<file path="src/rtl/instruction_queue.sv">
// Instruction queue between fetch and dispatch.
// A circular buffer of DEPTH {inst, pc} entries. The head and tail pointers
// each carry one extra wrap bit, so a full queue and an empty queue can be
// told apart without keeping a separate occupancy register.
// Optional build macro: IQUEUE_PERF_CNT_EN enables the full-stall and
// empty-cycle performance counters. Without it both counter outputs are 0
// and no counter flops exist.
module instruction_queue #(
  parameter int DEPTH    = 16,
  parameter int CNT_BITS = 32
) (
  input  logic                       clk,
  input  logic                       rst,
  input  logic                       enqueue,
  input  logic [31:0]                inst_in,
  input  logic [31:0]                pc_in,
  input  logic                       dequeue,
  input  logic                       flush,
  output logic [31:0]                inst_out,
  output logic [31:0]                pc_out,
  output logic                       empty,
  output logic                       full,
  output logic [$clog2(DEPTH):0]     count,
  output logic [CNT_BITS-1:0]        full_stall_cnt,
  output logic [CNT_BITS-1:0]        empty_cycle_cnt
);

  localparam int IDX_W = $clog2(DEPTH);
  localparam int PTR_W = IDX_W + 1;
  localparam logic [PTR_W-1:0] PTR_ONE = {{(PTR_W-1){1'b0}}, 1'b1};

  logic [31:0]      mem_inst [DEPTH];
  logic [31:0]      mem_pc   [DEPTH];
  logic [PTR_W-1:0] head;
  logic [PTR_W-1:0] tail;
  logic             enq_acc;
  logic             deq_acc;

  // Occupancy flags and head read; the wrap bit separates full from empty.
  always_comb begin
    empty    = (head == tail);
    full     = (head[IDX_W] != tail[IDX_W]) &&
               (head[IDX_W-1:0] == tail[IDX_W-1:0]);
    count    = tail - head;
    enq_acc  = enqueue && !full && !flush;
    deq_acc  = dequeue && !empty && !flush;
    inst_out = 32'h0;
    pc_out   = 32'h0;
    if (!empty) begin
      inst_out = mem_inst[head[IDX_W-1:0]];
      pc_out   = mem_pc[head[IDX_W-1:0]];
    end
  end

  // Pointer update; reset and flush both return the queue to empty.
  always_ff @(posedge clk) begin
    if (rst || flush) begin
      head <= '0;
      tail <= '0;
    end else begin
      if (enq_acc) tail <= tail + PTR_ONE;
      if (deq_acc) head <= head + PTR_ONE;
    end
  end

  // Entry storage is never cleared; validity comes only from the pointers.
  always_ff @(posedge clk) begin
    if (enq_acc && !rst) begin
      mem_inst[tail[IDX_W-1:0]] <= inst_in;
      mem_pc[tail[IDX_W-1:0]]   <= pc_in;
    end
  end

`ifdef IQUEUE_PERF_CNT_EN
  localparam logic [CNT_BITS-1:0] CNT_ONE = {{(CNT_BITS-1){1'b0}}, 1'b1};

  logic [CNT_BITS-1:0] stall_q;
  logic [CNT_BITS-1:0] empty_q;

  // Saturating performance counters; flush leaves them alone.
  always_ff @(posedge clk) begin
    if (rst) begin
      stall_q <= '0;
      empty_q <= '0;
    end else begin
      if (enqueue && full && (stall_q != '1)) stall_q <= stall_q + CNT_ONE;
      if (empty && (empty_q != '1))           empty_q <= empty_q + CNT_ONE;
    end
  end

  assign full_stall_cnt  = stall_q;
  assign empty_cycle_cnt = empty_q;
`else
  assign full_stall_cnt  = '0;
  assign empty_cycle_cnt = '0;
`endif

endmodule
</file>
<file path="config.mk">
export PLATFORM = sky130hd
export DESIGN_NAME = instruction_queue
export DESIGN_NICKNAME = d
export VERILOG_FILES = /design/src/rtl/instruction_queue.sv
export SDC_FILE = /design/constraint.sdc
export NUM_CORES = 1
export LEC_CHECK = 0
export BUFFER_PORTS_ARGS = -buffer_cell sky130_fd_sc_hd__buf_2
export CORE_MARGIN = 4
export CORE_UTILIZATION = 50
export CTS_BUF_LIST = sky130_fd_sc_hd__clkbuf_8
export CTS_CLUSTER_DIAMETER = 40
export DETAILED_ROUTE_END_ITERATION = 16
export PLACE_DENSITY = 0.71
export SLEW_MARGIN = 20
export SYNTH_ARGS = -nofsm -noshare
export SYNTH_HDL_FRONTEND = slang
export SYNTH_SLANG_ARGS = --single-unit
</file>
<file path="constraint.sdc">
create_clock -name clk -period 8.4 [get_ports clk]
set_clock_uncertainty 0.05 [all_clocks]
set_input_delay 0.84 -clock clk [delete_from_list [all_inputs] [get_ports clk]]
set_output_delay 0.84 -clock clk [all_outputs]
set_load 0.02 [all_outputs]
</file>
After elaboration in Yosys (flattened, before gate mapping)
Memories as Yosys holds them, arrays and structs flattened. A register that Yosys moved wholly into a read port is not among the register bits.
Cells that the tools add are included.

word-level totals
  memories kept = 2
  word-level logic and storage cells = 29
  output and inout bits = 135
  bits of input ports = 69
  RAM bits = 1,024
  flip-flop bits (word level) = 10

memories
  memory    words  width  rd ports  clocked after Yosys merged registers in  wr ports  RTL line  RTL
  mem_inst  16     32     1         1                                        1         32        logic [31:0] mem_inst [DEPTH];
  mem_pc    16     32     1         1                                        1         33        logic [31:0] mem_pc [DEPTH];

operators by class
  mux-type cells = 8
  equal/unequal tests = 3
  reductions and logical operators = 11
  add/subtract/negate cells = 3

operators by type and width
  operator                                      number
  2-to-1 mux 32 bit                             2
  2-to-1 mux 4 bit                              4
  adder 5 x 1 -> 5 bit (second input constant)  2
  logical AND 1 bit                             6
  == test 5 bit                                 1
  subtractor 5 bit                              1
  == test 4 bit                                 1
  zero test 1 bit                               4
  2-to-1 mux 1 bit                              2
  logical OR 1 bit                              1
  inequality test 1 bit                         1

Depth between registers and ports, before layout
  word-level depth = 8
  depth in mapped cells = 8
  depth with buffers taken out = 7

Worst setup path before layout
No wires, ideal clock.

  kind = input port to flip-flop
  start = in flush
  end = mem mem_inst[3][0], enable pin
  required time = 7,785 ps
  setup time = 565 ps
  path buffers = 1
  arrival = 5,968 ps
  stages on the path = 5
  setup slack = 1,817 ps
  cells stage by stage = or2_0 > clkbuf_1 > a211oi_2 > nand2_1 > nor3_1

between the ends
  cells in the longest elaborated chain, start to end = 5

RTL lines
  item                                    RTL line  RTL
  from (decl)                             18        input logic flush,
  zero test 1 bit                         45        enq_acc = enqueue && !full && !flush;
  logical AND 1 bit                       45
  logical AND 1 bit                       68        if (enq_acc && !rst) begin
  2-to-1 mux 1 bit                        68
  2-to-1 mux 1 bit (not written as such)  69        mem_inst[tail[IDX_W-1:0]] <= inst_in;
  to (decl)                               32

Every way passes these cells.

==> results.ini <==
[clock_tree]
cts.sinks = 1038
insertion_delay_ns = 0.77
numCtsBuffers = 157
cts_setup_buffers = 0
cts_max_level = 4
cts_resized = 0
clkSlewWorstSetupHoldPaths_ns = 0.06
cts_tree = done
root_buffer = clkbuf_8
cts_hold_buffers = 0
clockBufferDepth = 3

[global_routing]
grt-ovfl-total = 0
met3_usage = 0.0408
grt_pass1_wl_um = 132000
grt_busiest_layer = met2
met2_usage = 0.346
antenna_found_initial = 13
grt_pass1_vias = 21000
grt_max_degree = 113
track_usage = 0.208
grt_util_met1 = 0.280

[floorplanning]
io_pins = 204
die_h_um = 293
rows = 104
dieArea_um2 = 86100
start_util = 0.505
core-area_um2 = 80700
die_w_um = 293

[placement]
dpl_worst_slack_ns = 3.85
port_buffers = 139
dp_hpwl_um = 46800
gp_congestion = 0.739

[min_path]
hold_depth = 1
hold_end = mem_inst[15][10]
hp-start = inst_in[10]
hp-class = input pin to flop

[worst_setup_path]
crit_path_frequent_cell = buf_4
r2r_start = tail[3]
path_class = flop to output port
slowest_delay_ns = 0.85
path_cells = buf_4 -> buf_4 -> mux4_2 -> nor2_1 -> o32ai_1 -> buf_2
worstPathRequired_ns = 7.51
worstPathMaxFanout = 53
startpoint_type = flop
end_kind = output port
arrival_ns = 4.28
crit_buf_inv = 3
r2r-end = mem_inst[1][30]
critPathTopFamily = buffers and inverters
rr_worst_depth = 6
critPathSlowestCell = buf_4
rrSetupSlack_ns = 4.20

[synthesis]
synth-edff-count = 1024
synth_top_area_frac = 0.755
yosys-top-cells-count = edfxtp_1, mux2i_1, a22oi_1
synth_most_common_cell = edfxtp_1
async_flop_share = 0
synth_area_leaders = edfxtp_1, mux2i_1, mux4_2, a22oi_1, buf_4
syn_avg_cell_area_um2 = 19.7
synthDistinctLibCells = 50
yosysSeqAreaShare = 0.762
synth_ff_type = edfxtp_1
ys_ff_latch = 1038
syn_area_um2 = 40700
syn_inst = 2068
ys_warn_count = 0
yosys.area.top_type = edfxtp_1

[timing]
fin_tns_setup_ns = 0
maxSlewHeadroom = 0.243
fmax_mhz = 193
tightest_slew_ns = 1.14
timing.final.crit_share = 0.616
setup_viol = 0
hold_viol = 0
finalCriticalPeriod_ns = 5.17
rsz0062_at_grt = false
final_max_slew_viol_count = 0
finalWorstSetupSlack_ns = 3.23

[route]
viasPerCell = 5.89
wl_per_cell_um = 26.0
route.antenna.remaining_nets = 0
drt_iter0_markers = 2015
dr_total_vias = 20400
drc = 0
wirelength_um = 90100
drtPass1Iterations = 5

[cells_and_area]
drive_above_1_share = 0.228
final_nets = 2365
area_growth_pct = 10.7

[pwr]
powerDensity_nw_per_um2 = 214
ir_worst_vdd_v = 0.000157
power.leakage_nw = 14.0

[outcome]
outcome = finished, final reports clean

[flow_run]
drv_cap = 0

-- through the flow --
stage / cell area, um^2 / instances / total power, mW / hold slack [ns] / util
6_report: 45100 / 3463 / 9.65 / 0.374 / 0.559
2_1_floorplan: 41000 / 2131 / 5.92 / 0.438 / -
5_1_grt: 45100 / 3460 / 9.99 / 0.320 / 0.559
3_5_place_dp: 42300 / 3187 / 6.00 / 0.484 / 0.524
4_1_cts: 45100 / 3456 / 9.72 / 0.293 / 0.559
3_3_place_gp: 42300 / 3187 / 5.99 / 0.461 / 0.524
-- worst reg2reg max path, stage by stage (launching register included) --
cell and delay [ns]:
dfxtp_1 0.61, ha_1 0.37, and4_1 0.28, a211oi_2 0.36, nand2_1 0.30, nor3_2 0.82
buf_4 0.94
-- worst max-delay path by stage --
stage	from	end	slack (ns)	cells past startpoint
after CTS	flop	inst_out[1]	3.05	6
after floorplan	flush	mem_inst[3][0]	1.82	5
final	flop	inst_out[13]	3.23	6
after detailed placement	flush	mem_pc[1][14]	3.85	6
after global routing	flop	inst_out[1]	2.88	6
after global placement	flop	inst_out[13]	3.95	6
-- layout by cell type, fill, tap and decap left out, types with 3 or more instances in the layout --
cell type and count:
nor3_2 4, bufinv_16 3, xor2_1 4, buf_4 39, clkinv_1 34, conb_1 64
mux2_2 36, dfxtp_1 10, dfxtp_4 4, inv_1 53, edfxtp_1 1024, nand2b_1 4
mux4_2 110, a22oi_1 126, buf_2 139, diode_2 7, o32ai_1 18, clkinv_2 12
ha_1 9, a211oi_1 46, nor2_4 13, a21oi_1 53, inv_6 5, clkbuf_8 165
nand2_1 26, xnor2_1 6, nor2_1 32, mux2i_1 302, nand3_1 3, o22ai_1 18
-- flip-flops by register name (all words and copies together) (netlist names), named ones only --
signal / count
mem_inst: 512
mem_pc: 512
head: 5
tail: 5
-- routing by layer --
layer	share of wire	vias to the layer above
met5	0.00040	-
met4	0.025	6
met3	0.067	168
met2	0.50	837
met1	0.41	10600
li1	-	8797
-- power by group --
group | leakage [nW] | switching (mW) | total [mW] | internal [mW]
combinational | 3.09 | 0.152 | 0.193 | 0.0406
sequential | 9.33 | 0.00327 | 5.70 | 5.70
clock | 1.61 | 1.84 | 3.75 | 1.91
total | 14.0 | 2.00 | 9.65 | 7.65
-- final cells by class --
class,count,area [um^2]
antenna,7,17.5
clock buffer,165,2270
clock inverter,104,551
fill,5988,35600
inverter,10,37.5
multi-input combinational,900,8860
sequential,1038,31000
tap,1060,1330
timing repair buffer,179,1010
-- cell families (layout without fill, tap and decap cells) --
| kind of cell | Yosys count | in the layout | synth area share |
|---|---|---|---|
| multiplexers | 448 | 448 | 0.145 |
| adder cells (fa/ha/maj) | 10 | 10 | 0.00325 |
| AO/OA/AOI/OAI | 273 | 273 | 0.0473 |
| buffers and inverters | 193 | 458 | 0.0298 |
| other | 1 | 71 | 0.0000920 |
| XOR/XNOR | 12 | 12 | 0.00295 |
| AND/OR/NAND/NOR | 93 | 93 | 0.0102 |
| flip-flops | 1038 | 1038 | 0.762 |
Power figures use the tool's default switching activity.
